## src/rtl/dca_matrix_lsu_txn_sched_if.sv

```systemverilog
// Descriptor and transaction channels between the LSU read-request generator
// and the matrix transaction sequencer.
interface dca_matrix_lsu_txn_sched_if #(
  parameter int BW_ADDR   = 32,
  parameter int BW_NUM    = 16,
  parameter int BW_STRIDE = 16
);
  logic                 inst_valid;
  logic                 inst_ready;
  logic [BW_ADDR-1:0]   inst_addr;
  logic [BW_STRIDE-1:0] inst_stride;
  logic [BW_NUM-1:0]    inst_num_row_m1;
  logic [BW_NUM-1:0]    inst_num_col_m1;
  logic                 abort;
  logic                 txn_valid;
  logic                 txn_ready;
  logic [BW_ADDR+2:0]   txn_bitaddr;
  logic [7:0]           txn_alen;
  logic                 txn_last_in_row;
  logic                 txn_last;
  logic                 busy;
  logic                 done;

  modport master (
    output inst_valid, inst_addr, inst_stride, inst_num_row_m1, inst_num_col_m1,
    output abort, txn_ready,
    input  inst_ready, txn_valid, txn_bitaddr, txn_alen, txn_last_in_row, txn_last,
    input  busy, done
  );

  modport slave (
    input  inst_valid, inst_addr, inst_stride, inst_num_row_m1, inst_num_col_m1,
    input  abort, txn_ready,
    output inst_ready, txn_valid, txn_bitaddr, txn_alen, txn_last_in_row, txn_last,
    output busy, done
  );
endinterface

```

## src/rtl/dca_matrix_lsu_txn_sched.sv

```systemverilog
// Matrix read descriptor -> row-major stream of AXI-sized burst transactions.
// Define DCA_LSU_TXN_4KB_SPLIT_EN to additionally split bursts at 4KB boundaries.
module dca_matrix_lsu_txn_sched #(
  parameter int BW_ADDR        = 32,
  parameter int BW_DATA        = 32,
  parameter int BW_NUM         = 16,
  parameter int BW_STRIDE      = 16,
  parameter int ELEM_SIZE_LOG2 = 2,
  parameter int MAX_BURST      = 16
) (
  input logic clk,
  input logic rstnn,
  dca_matrix_lsu_txn_sched_if.slave bus
);
  localparam int BYTES_PER_BEAT = BW_DATA / 8;
  localparam int LOG2_BPB       = $clog2(BYTES_PER_BEAT);
  localparam int W_ROW_BYTES    = BW_NUM + ELEM_SIZE_LOG2 + 2;
  localparam int W_BEATS_RAW    = BW_NUM + ELEM_SIZE_LOG2 + 1;
  localparam int W_BEATS        = (W_BEATS_RAW > 14) ? W_BEATS_RAW : 14;
  localparam int W_BURST        = 9;
  localparam logic [BW_ADDR-1:0] ADDR_MASK = ~BW_ADDR'(BYTES_PER_BEAT - 1);

  typedef enum logic {IDLE, ISSUE} state_t;

  state_t               state;
  logic                 inst_ready_q;
  logic                 done_q;
  logic [BW_ADDR+2:0]   txn_bitaddr_q;
  logic [7:0]           txn_alen_q;
  logic                 txn_lir_q;
  logic                 txn_last_q;

  logic [BW_ADDR-1:0]   row_base;
  logic [BW_ADDR-1:0]   cur_addr;
  logic [BW_ADDR-1:0]   stride_q;
  logic [BW_NUM-1:0]    num_row_m1_q;
  logic [BW_NUM-1:0]    row_cnt;
  logic [W_BEATS-1:0]   row_beats_q;
  logic [W_BEATS-1:0]   beats_left;

  logic                 inst_fire;
  logic                 txn_fire;
  logic [W_ROW_BYTES-1:0] inst_row_bytes;
  logic [W_BEATS-1:0]   inst_row_beats;
  logic [W_BURST-1:0]   cur_burst;

  logic [BW_ADDR-1:0]   nxt_addr;
  logic [BW_ADDR-1:0]   nxt_row_base;
  logic [W_BEATS-1:0]   nxt_beats;
  logic [BW_NUM-1:0]    nxt_row_cnt;
  logic [BW_NUM-1:0]    nxt_num_row;
  logic [W_BEATS-1:0]   nxt_room;
  logic [W_BEATS-1:0]   nxt_lim;
  logic [W_BURST-1:0]   nxt_burst;
  logic                 nxt_lir;
  logic                 nxt_last;

  assign inst_fire = (state == IDLE) && inst_ready_q && bus.inst_valid && !bus.abort;
  assign txn_fire  = (state == ISSUE) && bus.txn_ready;

  // Row length in beats, rounded up; sized so an all-ones column count cannot overflow.
  assign inst_row_bytes = (W_ROW_BYTES'(bus.inst_num_col_m1) + W_ROW_BYTES'(1)) << ELEM_SIZE_LOG2;
  assign inst_row_beats = W_BEATS'((inst_row_bytes + W_ROW_BYTES'(BYTES_PER_BEAT - 1)) >> LOG2_BPB);

  assign cur_burst = W_BURST'(txn_alen_q) + W_BURST'(1);

`ifdef DCA_LSU_TXN_4KB_SPLIT_EN
  // cur_addr is beat-aligned, so the remaining page room is an exact beat count.
  assign nxt_room = W_BEATS'((13'h1000 - {1'b0, nxt_addr[11:0]}) >> LOG2_BPB);
`else
  assign nxt_room = '1;
`endif

  // Position of the transaction that will be presented after this cycle.
  always_comb begin
    // NOTE: every combinational output gets a default first so no path infers a latch.
    nxt_addr     = cur_addr;
    nxt_row_base = row_base;
    nxt_beats    = beats_left;
    nxt_row_cnt  = row_cnt;
    nxt_num_row  = num_row_m1_q;
    if (inst_fire) begin
      nxt_addr     = bus.inst_addr & ADDR_MASK;
      nxt_row_base = bus.inst_addr & ADDR_MASK;
      nxt_beats    = inst_row_beats;
      nxt_row_cnt  = '0;
      nxt_num_row  = bus.inst_num_row_m1;
    end else if (txn_fire) begin
      if (!txn_lir_q) begin
        nxt_addr  = cur_addr + (BW_ADDR'(cur_burst) << LOG2_BPB);
        nxt_beats = beats_left - W_BEATS'(cur_burst);
      end else begin
        nxt_row_base = row_base + stride_q;
        nxt_addr     = row_base + stride_q;
        nxt_row_cnt  = row_cnt + BW_NUM'(1);
        nxt_beats    = row_beats_q;
      end
    end

    nxt_lim = (nxt_beats < W_BEATS'(MAX_BURST)) ? nxt_beats : W_BEATS'(MAX_BURST);
    if (nxt_room < nxt_lim) nxt_lim = nxt_room;
    nxt_burst = W_BURST'(nxt_lim);
    // A page split leaves beats behind, so it can never look like end of row.
    nxt_lir   = (nxt_lim == nxt_beats);
    nxt_last  = nxt_lir && (nxt_row_cnt == nxt_num_row);
  end

  always_ff @(posedge clk) begin
    if (!rstnn) begin
      state         <= IDLE;
      inst_ready_q  <= 1'b0;
      done_q        <= 1'b0;
      txn_bitaddr_q <= '0;
      txn_alen_q    <= '0;
      txn_lir_q     <= 1'b0;
      txn_last_q    <= 1'b0;
    end else begin
      done_q <= 1'b0;
      if (bus.abort) begin
        state         <= IDLE;
        inst_ready_q  <= 1'b1;
        txn_bitaddr_q <= '0;
        txn_alen_q    <= '0;
        txn_lir_q     <= 1'b0;
        txn_last_q    <= 1'b0;
      end else begin
        case (state)
          IDLE: begin
            inst_ready_q <= 1'b1;
            if (inst_fire) begin
              state         <= ISSUE;
              inst_ready_q  <= 1'b0;
              txn_bitaddr_q <= {nxt_addr, 3'b000};
              txn_alen_q    <= 8'(nxt_burst - W_BURST'(1));
              txn_lir_q     <= nxt_lir;
              txn_last_q    <= nxt_last;
            end
          end
          ISSUE: begin
            if (txn_fire) begin
              if (txn_last_q) begin
                state         <= IDLE;
                inst_ready_q  <= 1'b1;
                done_q        <= 1'b1;
                txn_bitaddr_q <= '0;
                txn_alen_q    <= '0;
                txn_lir_q     <= 1'b0;
                txn_last_q    <= 1'b0;
              end else begin
                txn_bitaddr_q <= {nxt_addr, 3'b000};
                txn_alen_q    <= 8'(nxt_burst - W_BURST'(1));
                txn_lir_q     <= nxt_lir;
                txn_last_q    <= nxt_last;
              end
            end
          end
          default: state <= IDLE;
        endcase
      end
    end
  end

  // NOTE: walk registers carry no reset; they are always loaded on accept before use.
  always_ff @(posedge clk) begin
    if (inst_fire) begin
      stride_q     <= BW_ADDR'(bus.inst_stride) & ADDR_MASK;
      row_beats_q  <= inst_row_beats;
    end
    if (inst_fire || txn_fire) begin
      cur_addr     <= nxt_addr;
      row_base     <= nxt_row_base;
      beats_left   <= nxt_beats;
      row_cnt      <= nxt_row_cnt;
      num_row_m1_q <= nxt_num_row;
    end
  end

  assign bus.inst_ready      = inst_ready_q;
  assign bus.txn_valid       = (state == ISSUE);
  assign bus.busy            = (state == ISSUE);
  assign bus.done            = done_q;
  assign bus.txn_bitaddr     = txn_bitaddr_q;
  assign bus.txn_alen        = txn_alen_q;
  assign bus.txn_last_in_row = txn_lir_q;
  assign bus.txn_last        = txn_last_q;
endmodule

```

## src/flat_wrapper.sv

```systemverilog
// flat-port wrapper written by rule: the top's interface ports become plain ports
module dca_matrix_lsu_txn_sched_flat 
#(
  parameter int BW_ADDR        = 32,
  parameter int BW_DATA        = 32,
  parameter int BW_NUM         = 16,
  parameter int BW_STRIDE      = 16,
  parameter int ELEM_SIZE_LOG2 = 2,
  parameter int MAX_BURST      = 16
)
  (clk, rstnn, bus_inst_valid, bus_inst_addr, bus_inst_stride, bus_inst_num_row_m1, bus_inst_num_col_m1, bus_abort, bus_txn_ready, bus_inst_ready, bus_txn_valid, bus_txn_bitaddr, bus_txn_alen, bus_txn_last_in_row, bus_txn_last, bus_busy, bus_done);
  dca_matrix_lsu_txn_sched_if #(.BW_ADDR(BW_ADDR), .BW_NUM(BW_NUM), .BW_STRIDE(BW_STRIDE)) bus_i ();
  input logic clk;
  input logic rstnn;
  input wire logic [$bits(bus_i.inst_valid)-1:0] bus_inst_valid;
  input wire logic [$bits(bus_i.inst_addr)-1:0] bus_inst_addr;
  input wire logic [$bits(bus_i.inst_stride)-1:0] bus_inst_stride;
  input wire logic [$bits(bus_i.inst_num_row_m1)-1:0] bus_inst_num_row_m1;
  input wire logic [$bits(bus_i.inst_num_col_m1)-1:0] bus_inst_num_col_m1;
  input wire logic [$bits(bus_i.abort)-1:0] bus_abort;
  input wire logic [$bits(bus_i.txn_ready)-1:0] bus_txn_ready;
  output wire logic [$bits(bus_i.inst_ready)-1:0] bus_inst_ready;
  output wire logic [$bits(bus_i.txn_valid)-1:0] bus_txn_valid;
  output wire logic [$bits(bus_i.txn_bitaddr)-1:0] bus_txn_bitaddr;
  output wire logic [$bits(bus_i.txn_alen)-1:0] bus_txn_alen;
  output wire logic [$bits(bus_i.txn_last_in_row)-1:0] bus_txn_last_in_row;
  output wire logic [$bits(bus_i.txn_last)-1:0] bus_txn_last;
  output wire logic [$bits(bus_i.busy)-1:0] bus_busy;
  output wire logic [$bits(bus_i.done)-1:0] bus_done;
  assign bus_i.inst_valid = bus_inst_valid;
  assign bus_i.inst_addr = bus_inst_addr;
  assign bus_i.inst_stride = bus_inst_stride;
  assign bus_i.inst_num_row_m1 = bus_inst_num_row_m1;
  assign bus_i.inst_num_col_m1 = bus_inst_num_col_m1;
  assign bus_i.abort = bus_abort;
  assign bus_i.txn_ready = bus_txn_ready;
  assign bus_inst_ready = bus_i.inst_ready;
  assign bus_txn_valid = bus_i.txn_valid;
  assign bus_txn_bitaddr = bus_i.txn_bitaddr;
  assign bus_txn_alen = bus_i.txn_alen;
  assign bus_txn_last_in_row = bus_i.txn_last_in_row;
  assign bus_txn_last = bus_i.txn_last;
  assign bus_busy = bus_i.busy;
  assign bus_done = bus_i.done;
  dca_matrix_lsu_txn_sched #(.BW_ADDR(BW_ADDR), .BW_DATA(BW_DATA), .BW_NUM(BW_NUM), .BW_STRIDE(BW_STRIDE), .ELEM_SIZE_LOG2(ELEM_SIZE_LOG2), .MAX_BURST(MAX_BURST)) u_core (.clk(clk), .rstnn(rstnn), .bus(bus_i));
endmodule
```

## config.mk

```make
export PLATFORM = sky130hd
export DESIGN_NAME = dca_matrix_lsu_txn_sched_flat
export DESIGN_NICKNAME = d
export VERILOG_FILES = /design/src/rtl/dca_matrix_lsu_txn_sched_if.sv /design/src/rtl/dca_matrix_lsu_txn_sched.sv /design/src/flat_wrapper.sv
export SDC_FILE = /design/constraint.sdc
export NUM_CORES = 1
export LEC_CHECK = 0
export BUFFER_PORTS_ARGS = -buffer_cell sky130_fd_sc_hd__buf_2
export CORE_MARGIN = 4
export CORE_UTILIZATION = 55
export DETAILED_ROUTE_END_ITERATION = 8
export GPL_TIMING_DRIVEN = 0
export HOLD_SLACK_MARGIN = 0.1
export PLACE_DENSITY = 0.78
export SKIP_CTS_REPAIR_TIMING = 1
export SLEW_MARGIN = 20
export SYNTH_ARGS = -nofsm -noshare
export SYNTH_HDL_FRONTEND = slang
export SYNTH_SLANG_ARGS = --single-unit
```

## constraint.sdc

```tcl
create_clock -name clk -period 7.3 [get_ports clk]
set_input_delay 1.095 -clock clk [delete_from_list [all_inputs] [get_ports clk]]
set_output_delay 1.095 -clock clk [all_outputs]
set_load 0.005 [all_outputs]
```

==> Word level (Yosys, flattened, before mapping) <==
Cells that the tools add are included.
{ "word_totals": {"register_bits": 195, "inputBits": 85, "out_inout_bits": 49, "word_cells": 89} }
{ "op_classes": {"add_sub_neg": 8, "order_cmp": 2, "n_eq_ne": 6, "n_mux": 41, "bitwise": 3, "reduce_logical": 14} }
{ "ops": {"columns": ["op", "count"], "rows": [
  ["32-bit 2-to-1 mux", 6],
  ["35-bit 2-to-1 mux", 3],
  ["19-bit 2-to-1 mux", 5],
  ["35-bit one-hot mux with 2 select lines", 1],
  ["16-bit 2-to-1 mux", 4],
  ["32-bit by 11-bit adder with 32-bit output", 1],
  ["32-bit by 16-bit adder with 32-bit output", 1],
  ["8-bit 2-to-1 mux", 3],
  ["20-bit by 2-bit adder with 20-bit output, second input constant", 1],
  ["19-bit == test", 1],
  ["19-bit < comparator, first input constant", 1],
  ["19-bit by 5-bit < comparator with 1-bit output, second input constant", 1],
  ["19-bit by 9-bit subtractor with 19-bit output", 1],
  ["16-bit by 1-bit adder with 17-bit output, second input constant", 1],
  ["16-bit by 1-bit adder with 16-bit output, second input constant", 1],
  ["16-bit == test", 1],
  ["8-bit one-hot mux with 2 select lines", 1],
  ["1-bit 2-to-1 mux", 14],
  ["8-bit by 1-bit adder with 9-bit output, second input constant", 1],
  ["1-bit one-hot mux with 2 select lines", 4],
  ["8-bit by 1-bit subtractor with 8-bit output, second input constant", 1],
  ["3-bit inequality test, second input constant", 2],
  ["1-bit logical AND", 5],
  ["2-bit AND reduction", 2],
  ["other kinds (9)", 12]
]} }

==> Depth between registers and ports, before layout <==
Gate-level depths: netlist of run 1.
{ "logic_depth": {"ltp_word": 14, "mapped_depth": 22} }

==> Worst setup path after synthesis of run 1 <==
Ideal clock, no wire load.
{ "synth_timing": {"path_type": "input to register", "startpoint": "in bus_abort", "endpoint": "reg u_core.txn_alen_q[4], in the netlist u_core.bus.txn_alen[4]", "t_arrival_ns": 4.915, "required_ns": 7.183, "path_slack_ns": 2.268, "cell_stages": 18, "cell_sequence": "nand4bb_1 buf_2 inv_2 nor2_1 inv_2 o21ai_1 a221oi_1 o211ai_1 or4_1 nor4_2 and2_1 buf_6 nand2_1 ha_1 inv_1 nor3_1 mux2_4 a22o_1"} }
{ "synth_between": {"elab_chain_len": 11, "elab_cells_between_ends": 15, "cone_classes": "add/sub: 1; order compare: 2; eq/ne: 1; mux: 7; reduce/logical: 4"} }
{ "synth_lines": {"columns": ["element", "line_no", "text"], "rows": [
  ["start, declared", "flat_wrapper.sv:20", "input wire logic [$bits(bus_i.abort)-1:0] bus_abort;"],
  ["1-bit logical NOT (*)", "dca_matrix_lsu_txn_sched.sv:58", "assign inst_fire = (state == IDLE) && inst_ready_q && bus.inst_valid && !bus.abort;"],
  ["1-bit logical AND (*)", "dca_matrix_lsu_txn_sched.sv:58", null],
  ["19-bit 2-to-1 mux (*)", "dca_matrix_lsu_txn_sched.sv:82", "if (inst_fire) begin"],
  ["net u_core.nxt_beats[16]", "dca_matrix_lsu_txn_sched.sv:49", "logic [W_BEATS-1:0] nxt_beats;"],
  ["19-bit by 5-bit < comparator with 1-bit output", "dca_matrix_lsu_txn_sched.sv:100", "nxt_lim = (nxt_beats < W_BEATS'(MAX_BURST)) ? nxt_beats : W_BEATS'(MAX_BURST);"],
  ["19-bit 2-to-1 mux (*)", "dca_matrix_lsu_txn_sched.sv:100", null],
  ["19-bit < comparator", "dca_matrix_lsu_txn_sched.sv:101", "if (nxt_room < nxt_lim) nxt_lim = nxt_room;"],
  ["19-bit 2-to-1 mux (*)", "dca_matrix_lsu_txn_sched.sv:101", null],
  ["8-bit by 1-bit subtractor with 8-bit output (*)", "dca_matrix_lsu_txn_sched.sv:134, dca_matrix_lsu_txn_sched.sv:151", null],
  ["8-bit 2-to-1 mux", "dca_matrix_lsu_txn_sched.sv:141", "if (txn_last_q) begin"],
  ["8-bit 2-to-1 mux", "dca_matrix_lsu_txn_sched.sv:140", "if (txn_fire) begin"],
  ["8-bit one-hot mux with 2 select lines (*)", "dca_matrix_lsu_txn_sched.sv:127", "case (state)"],
  ["end signal, assigned", "dca_matrix_lsu_txn_sched.sv:134", "txn_alen_q <= 8'(nxt_burst - W_BURST'(1));"],
  ["end signal, assigned", "dca_matrix_lsu_txn_sched.sv:151", "txn_alen_q <= 8'(nxt_burst - W_BURST'(1));"],
  ["end, declared", "dca_matrix_lsu_txn_sched.sv:29", "logic [7:0] txn_alen_q;"]
]} }
Mark *: on every way through the listed nets, which the timed path passes. The rest lies on a longest branch. The select of a mux whose other input is x is not followed.
A chain may end at the register's enable or synchronous reset.

==> Final worst setup path of run 1 <==
{ "layout_timing": {"startpoint": "reg u_core.txn_alen_q[4], in the netlist u_core.bus.txn_alen[4]", "endpoint": "reg u_core.txn_alen_q[4], in the netlist u_core.bus.txn_alen[4]"} }
{ "layout_between": {"elab_chain_len": 13, "elab_cells_between_ends": 14, "cone_classes": "add/sub: 3; order compare: 2; mux: 9"} }
{ "layout_lines": {"columns": ["element", "line_no", "text"], "rows": [
  ["8-bit by 1-bit adder with 9-bit output (*)", "dca_matrix_lsu_txn_sched.sv:65", "assign cur_burst = W_BURST'(txn_alen_q) + W_BURST'(1);"],
  ["19-bit by 9-bit subtractor with 19-bit output (*)", "dca_matrix_lsu_txn_sched.sv:91", "nxt_beats = beats_left - W_BEATS'(cur_burst);"],
  ["19-bit 2-to-1 mux (*)", "dca_matrix_lsu_txn_sched.sv:89", "if (!txn_lir_q) begin"],
  ["19-bit 2-to-1 mux (*)", "dca_matrix_lsu_txn_sched.sv:88", "end else if (txn_fire) begin"],
  ["19-bit 2-to-1 mux (*)", "dca_matrix_lsu_txn_sched.sv:82", null],
  ["net u_core.nxt_beats[13]", "dca_matrix_lsu_txn_sched.sv:49", null],
  ["19-bit by 5-bit < comparator with 1-bit output", "dca_matrix_lsu_txn_sched.sv:100", null],
  ["19-bit 2-to-1 mux (*)", "dca_matrix_lsu_txn_sched.sv:100", null],
  ["19-bit < comparator", "dca_matrix_lsu_txn_sched.sv:101", null],
  ["19-bit 2-to-1 mux (*)", "dca_matrix_lsu_txn_sched.sv:101", null],
  ["8-bit by 1-bit subtractor with 8-bit output (*)", "dca_matrix_lsu_txn_sched.sv:134, dca_matrix_lsu_txn_sched.sv:151", null],
  ["8-bit 2-to-1 mux", "dca_matrix_lsu_txn_sched.sv:141", null],
  ["8-bit 2-to-1 mux", "dca_matrix_lsu_txn_sched.sv:140", null],
  ["8-bit one-hot mux with 2 select lines (*)", "dca_matrix_lsu_txn_sched.sv:127", null]
]} }
Marked as above.

==> results of run 1 <==
-- cell type report --
class / instances / share of cell area [%]
inverter: 40 / 1.20
multi-input combinational: 864 / 42.8
tap: 265 / 2.61
clock buffer: 18 / 3.55
sequential: 189 / 41.2
buffer: 62 / 2.07
timing repair buffer: 128 / 5.28
clock inverter: 14 / 1.26
-- cell usage after synthesis (all sizes together) (9+ instances only) --
| cell | number | area [um^2] |
|---|---|---|
| or4 | 10 | 82.6 |
| inv | 40 | 150 |
| o21ai | 51 | 255 |
| xor2 | 42 | 368 |
| dfxtp | 45 | 901 |
| and2 | 12 | 75.1 |
| edfxtp | 144 | 4320 |
| nand2b | 10 | 62.6 |
| o22ai | 11 | 68.8 |
| ha | 36 | 450 |
| a21o | 14 | 105 |
| nand2 | 175 | 659 |
| nand3 | 37 | 185 |
| mux2i | 10 | 100 |
| xnor2 | 52 | 455 |
| nor4 | 9 | 62.6 |
| a21oi | 66 | 330 |
| clkbuf | 42 | 158 |
| o211ai | 20 | 155 |
| nor3 | 25 | 125 |
| a22oi | 15 | 113 |
| a22o | 24 | 210 |
| and3 | 16 | 100 |
| nor2 | 85 | 319 |
| a211oi | 13 | 97.6 |
| buf | 20 | 104 |
| nand4 | 22 | 138 |
-- logic make-up (layout without fill, tap and decap cells) --
logic type	Yosys count	in the layout	share of synthesized area (%)
compound gates	281	281	17.1
xor+xnor	94	94	7.44
fa+ha+maj	39	39	4.61
buf+inv	102	262	3.72
flops	189	189	47.2
mux	14	14	1.35
other cells	1	3	0.0339
simple gates	433	433	18.5
-- report_power, final --
group | leakage (nW) | switching [mW] | internal [mW]
Clock | 0.298 | 0.474 | 0.482
Sequential | 1.69 | 0.0216 | 1.20
Combinational | 2.88 | 0.174 | 0.103
Total | 4.87 | 0.669 | 1.78
-- worst paths after layout --
| kind | start | to | slack [ns] | depth (start not counted) |
|---|---|---|---|---|
| worst max-delay path | u_core.bus.txn_alen[4] | u_core.bus.txn_alen[4] | 2.06 | 21 |
| worst min-delay path | u_core.bus.txn_bitaddr[22] | u_core.bus.txn_bitaddr[22] | 0.48 | 1 |
| worst max register to register | u_core.bus.txn_alen[4] | u_core.bus.txn_alen[4] | 2.06 | 21 |
| worst min register to register | u_core.bus.txn_bitaddr[22] | u_core.bus.txn_bitaddr[22] | 0.48 | 1 |
-- per-layer routing --
layer	global-route usage [%]	vias to the layer above
li1	-	4559
met1	36.9	4531
met2	44.9	559
met3	6.03	79
met4	9.79	0
met5	0	-
-- critical path, cell delays in order, from the launching register on --
cell and delay (ns):
dfxtp_1 0.44, and3_1 0.20, nand3_1 0.13, nor2_1 0.16, xor2_1 0.29, inv_1 0.09
ha_1 0.28, clkbuf_1 0.26, nand4_1 0.15, a21oi_1 0.61, or2_2 0.27, o211ai_1 0.14
a2111oi_0 0.60, and4_1 0.34, and2_1 0.15, buf_6 0.12, nand2_1 0.07, ha_1 0.19
inv_1 0.12, nor3_1 0.07, mux2_4 0.27, a22o_1 0.20
-- through the flow --
stage / worst slack (ns) / power (mW) / instance area (um^2) / hold WS (ns) / std cells
after floorplan: 2.27 / 1.41 / 11100 / 0.448 / 1155
after global placement: 1.15 / 1.50 / 12000 / 0.461 / 1546
after detailed placement: 1.80 / 1.51 / 12100 / 0.460 / 1548
after CTS: 2.21 / 2.45 / 12700 / 0.485 / 1580
after global routing: 1.70 / 2.53 / 12700 / 0.510 / 1580
final: 2.06 / 2.45 / 12700 / 0.482 / 1580
-- cell usage in the layout, fill, tap and decap left out, types with 10 or more instances in the layout --
cell type	n
a21oi_1	66
mux2i_1	10
o211ai_1	19
nor3_1	25
xnor2_1	52
dfxtp_1	45
nand2_1	174
nand2b_1	10
nand4_1	22
o22ai_1	11
buf_2	131
xor2_1	42
clkbuf_1	41
a21o_1	14
a22oi_1	15
o21ai_0	49
ha_1	36
and3_1	16
edfxtp_1	144
and2_1	12
a211oi_1	13
buf_1	10
inv_1	37
nor2_1	85
clkbuf_16	18
nand3_1	37
a22o_1	24
-- sequential cells by signal (all words and copies together), names as in the netlist, 8 cells and up --
register	flops
u_core.bus.txn_alen	8
u_core.num_row_m1_q	16
u_core.row_base	30
u_core.bus.txn_bitaddr	32
u_core.cur_addr	32
u_core.beats_left	19
u_core.stride_q	14
u_core.row_cnt	16
u_core.row_beats_q	17
==> summary.txt, run 1 <==
Layout
  • Share of layout cells above drive strength 1: 14.2%
  • Final core utilization: 64.6%
  • Number of fill cells: roughly 1.6k
  • Seq. cell area: 0.00523 mm^2
  • Ant diodes: 0
  • Post-layout nets: 1426
  • Layout area overhead: 14.7%
  • Multi-input logic area: 0.00544 mm^2

Clock network
  • Clk slew on worst S/H paths: ~0.08 ns
  • Longest Clk Path Bufs: 2
  • Cts bufs inserted: 17
  • Worst-Skew Late Latency: about 0.44 ns
  • CTS tree: done
  • Root Driver: clkbuf_16
  • Max H-tree Level: 4
  • CTS sink cnt: 189

Route
  • Residual DRC: 0
  • Router iterations before antenna repair: 6
  • Met2 Wirelength: 14.9 mm
  • DR iter-0 viols: 1212
  • Metal-1 WL: between 10 and 15 mm
  • Routed Wire Length: 31.8 mm
  • Met3 WL: 2.98 mm
  • Final ANT Viol Nets: 0
  • Vias: 9728
  • Vias per std cell: 6.16
  • Uppermost layer routed: met4
  • Average wire per standard cell: 20.1 um

Yosys
  • Part of the Yosys area used for sequential elements: 47.2%
  • EDFF count, synth: 144
  • Synth warn: 0
  • Synthesized cell area: 0.0111 mm^2
  • Cell count after synthesis: 1153
  • Avg Synthesized Cell Area: 9.60 um^2
  • Synth Flop Type: edfxtp_1
  • Yosys reg bits: 189
  • Synth cell types: 72
  • FFs w/ async S/R, synth: 0%

STA
  • RSZ-0062 raised after global routing: false
  • Final Skew: ~0.016 ns
  • Max-slew violations: 0
  • Final hold vios: 0
  • Fin crit period: 5.24 ns
  • Worst Tran Pin Value: 1.01 ns
  • Slew HR: 32.2%
  • Final setup TNS: 0 ns
  • Final setup fails: 0
  • Tcrit/Tclk final: 71.8%
  • Max Fclk: around 190 MHz

Critical path
  • Crit path max fanout: 8
  • Crit path arrival time: about 5.6 ns
  • Setup CP Type: register to register
  • Critical Path RT: 7.63 ns
  • CP endpoint kind: register
  • CP Launch Type: register

Die
  • Rows: 51
  • Io pins: ~130
  • Die Wd: around 150 um
  • Die ar.: 0.0225 mm^2
  • Core area: 0.0197 mm^2
  • Die H: 150 um
  • Initial Util: between 50% and 60%

Global route
  • Remaining Overflow, GRT: 0
  • Initial antenna violation count: 0
  • First-pass GRT wire length: between 40 and 50 mm
  • Largest net degree at the start of global routing: 54
  • Gr usage total: 27.7%
  • Vias in the first global route: roughly 9k

Place
  • I/O Buffers: ~130
  • Post-DP HPWL: 23.5 mm
  • GPL Wtd Cong: around 0.96

Flow run
  • Max-cap violations: 0

Power and ir drop
  • Worst IR Drop VDD: approximately 0.15 mV
  • P per Cell Area: just under 200 mW/mm^2
  • Leak: 4.87 nW

Hold path
  • Hold Path Class: register to register

Run status
  • Status: finished, final reports clean
Note: power is estimated with default switching activity, not from simulation.
==> run 2, diff against run 1 <==
clock period = 5.4 ns   (was 7.3 ns; I/O delays follow)
==> run 2 against run 1 <==
  * Routed wire length shrank 0.14%
  * Critical endpoint unchanged
  * Non-clock buffer count is the same
  * Critical path depth is the same
  * Worst setup slack lost 1.7 ns
  * Die area is the same
  * Largest power group unchanged
  * Core utilization is essentially flat
  * First-iteration DRC count shrank 6.9%
==> summary.txt, run 2 (synthesis results as in run 1) <==
Layout
  • Number of fill cells: 1630
  • Layout Cells excl Fill: between 1.5k and 2k
  • Layout area overhead: 14.7%
  • Post-layout nets: 1426
  • Most common cell after layout, fill and taps aside: nand2_1
  • Ant diodes: 0
  • Most frequent cells in the layout: nand2_1, edfxtp_1, buf_2, nor2_1, a21oi_1
  • Share of layout cells above drive strength 1: between 10 and 15%
  • Seq. cell area: 0.00523 mm^2
  • Multi-input logic area: 0.00544 mm^2

Route
  • DR iter-0 viols: 1128
  • Residual DRC: 0
  • Routed Wire Length: between 30 and 40 mm
  • Average wire per standard cell: approximately 20 um
  • Vias per std cell: 6.15
  • Router iterations before antenna repair: 6
  • Vias: 9723
  • Final ANT Viol Nets: 0

Power and ir drop
  • P per Cell Area: approximately 260 mW/mm^2
  • Leak: 4.87 nW
  • Worst IR Drop VDD: between 0.15 and 0.2 mV

Place
  • I/O Buffers: 126
  • Cells after DPL: between 1.5k and 2k
  • GPL Wtd Cong: 0.960
  • Post-DP HPWL: 23.5 mm

Clock network
  • CTS tree: done
  • Max H-tree Level: 4
  • Root Driver: clkbuf_16
  • Longest Clk Path Bufs: 2
  • Clk slew on worst S/H paths: roughly 0.08 ns
  • Worst-Skew Late Latency: 0.44 ns
  • CTS sink cnt: between 150 and 200
  • Cts bufs inserted: 17

Critical path
  • CP Cell Sequence: ha_1 -> nand3_1 -> nor2_1 -> xor2_1 -> inv_1 -> ha_1 -> a21oi_1 -> o21ai_1 -> or4_4 -> o211ai_2 -> nand2_2 -> or4_1 -> nor4_2 -> and2_1 -> buf_6 -> nand2_1 -> ha_1 -> inv_1 -> nor3_1 -> mux2_4 -> a22o_1
  • R2R cell count: 21
  • Setup CP Type: register to register
  • Top Family by Delay on Critical Path: simple AND/OR/NAND/NOR gates
  • Bufs and invs on worst path: 3
  • Crit path arrival time: approximately 5.4 ns
  • Critical Path RT: 5.74 ns
  • Worst path depth: 21
  • Critical path's slowest cell: or4_4
  • Crit path max fanout: 7
  • CP endpoint kind: register
  • CP Launch Type: register
  • CP most frequent cell: ha_1
  • CP max stage delay: 0.58 ns

STA
  • Final setup TNS: 0 ns
  • Final hold vios: 0
  • Final Skew: 0.0145 ns
  • Fin crit period: 5.04 ns
  • Tcrit/Tclk final: 93.4%
  • Max-slew violations: 0
  • RSZ-0062 raised after global routing: false
  • Slew HR: 34.5%
  • Max Fclk: 198 MHz
  • Worst Tran Pin Value: 0.978 ns
  • Final setup fails: 0

Global route
  • Vias in the first global route: 8928
  • Largest net degree at the start of global routing: 54
  • Initial antenna violation count: 0
  • Remaining Overflow, GRT: 0
  • First-pass GRT wire length: 48.3 mm
  • Gr usage total: 27.7%

Die
  • Core area: 0.0197 mm^2
  • Die Wd: 150 um
  • Io pins: 134
  • Rows: 51
  • Die ar.: 0.0225 mm^2
  • Initial Util: 56.3%
  • Die H: 150 um

Flow run
  • Max-cap violations: 0

Run status
  • Status: finished, final reports clean

Hold path
  • Hold Path Class: register to register
  • Worst Hold Path Cells: 1
==> run 2: path summary, 6_finish.rpt <==
path,from,end,slack (ns)
hold reg to reg,u_core.bus.txn_bitaddr[22],u_core.bus.txn_bitaddr[22],0.48
setup / recovery,u_core.bus.txn_alen[0],u_core.bus.txn_alen[4],0.36
setup reg to reg,u_core.bus.txn_alen[0],u_core.bus.txn_alen[4],0.36
hold / removal,u_core.bus.txn_bitaddr[22],u_core.bus.txn_bitaddr[22],0.48
==> run 2: per-layer routing <==
layer / wire length, um / vias up / track usage (%) / share of wire, %
met4: 945 / 0 / 9.79 / 3.0
met1: 12900 / 4540 / 36.9 / 41
li1: - / 4552 / - / -
met5: 0 / - / 0 / 0
met2: 14800 / 553 / 44.9 / 47
met3: 3090 / 78 / 6.03 / 9.7
==> run 2: metrics by stage <==
stage | worst slack, ns | power [mW] | hold WS (ns) | area [um^2] | utilization (%)
after CTS | 0.315 | 3.31 | 0.485 | 12700 | 64.6
after detailed placement | 0.180 | 2.04 | 0.460 | 12100 | 61.5
after global placement | -0.469 | 2.03 | 0.461 | 12000 | 61.2
final | 0.357 | 3.32 | 0.481 | 12700 | 64.6
after global routing | 0.0764 | 3.42 | 0.510 | 12700 | 64.6
after floorplan | 0.653 | 1.91 | 0.448 | 11100 | -
==> run 2: layout make-up <==
cell class                 count  area share (%)
multi-input combinational    864            42.9
sequential                   189            41.2
timing repair buffer         128            5.28
clock buffer                  18            3.55
tap                          265            2.61
buffer                        62            2.07
clock inverter                14            1.26
inverter                      40            1.20
==> run 2: where the power goes <==
group	internal [mW]	switching, mW
Clock	0.652	0.643
Sequential	1.62	0.0294
Combinational	0.139	0.235
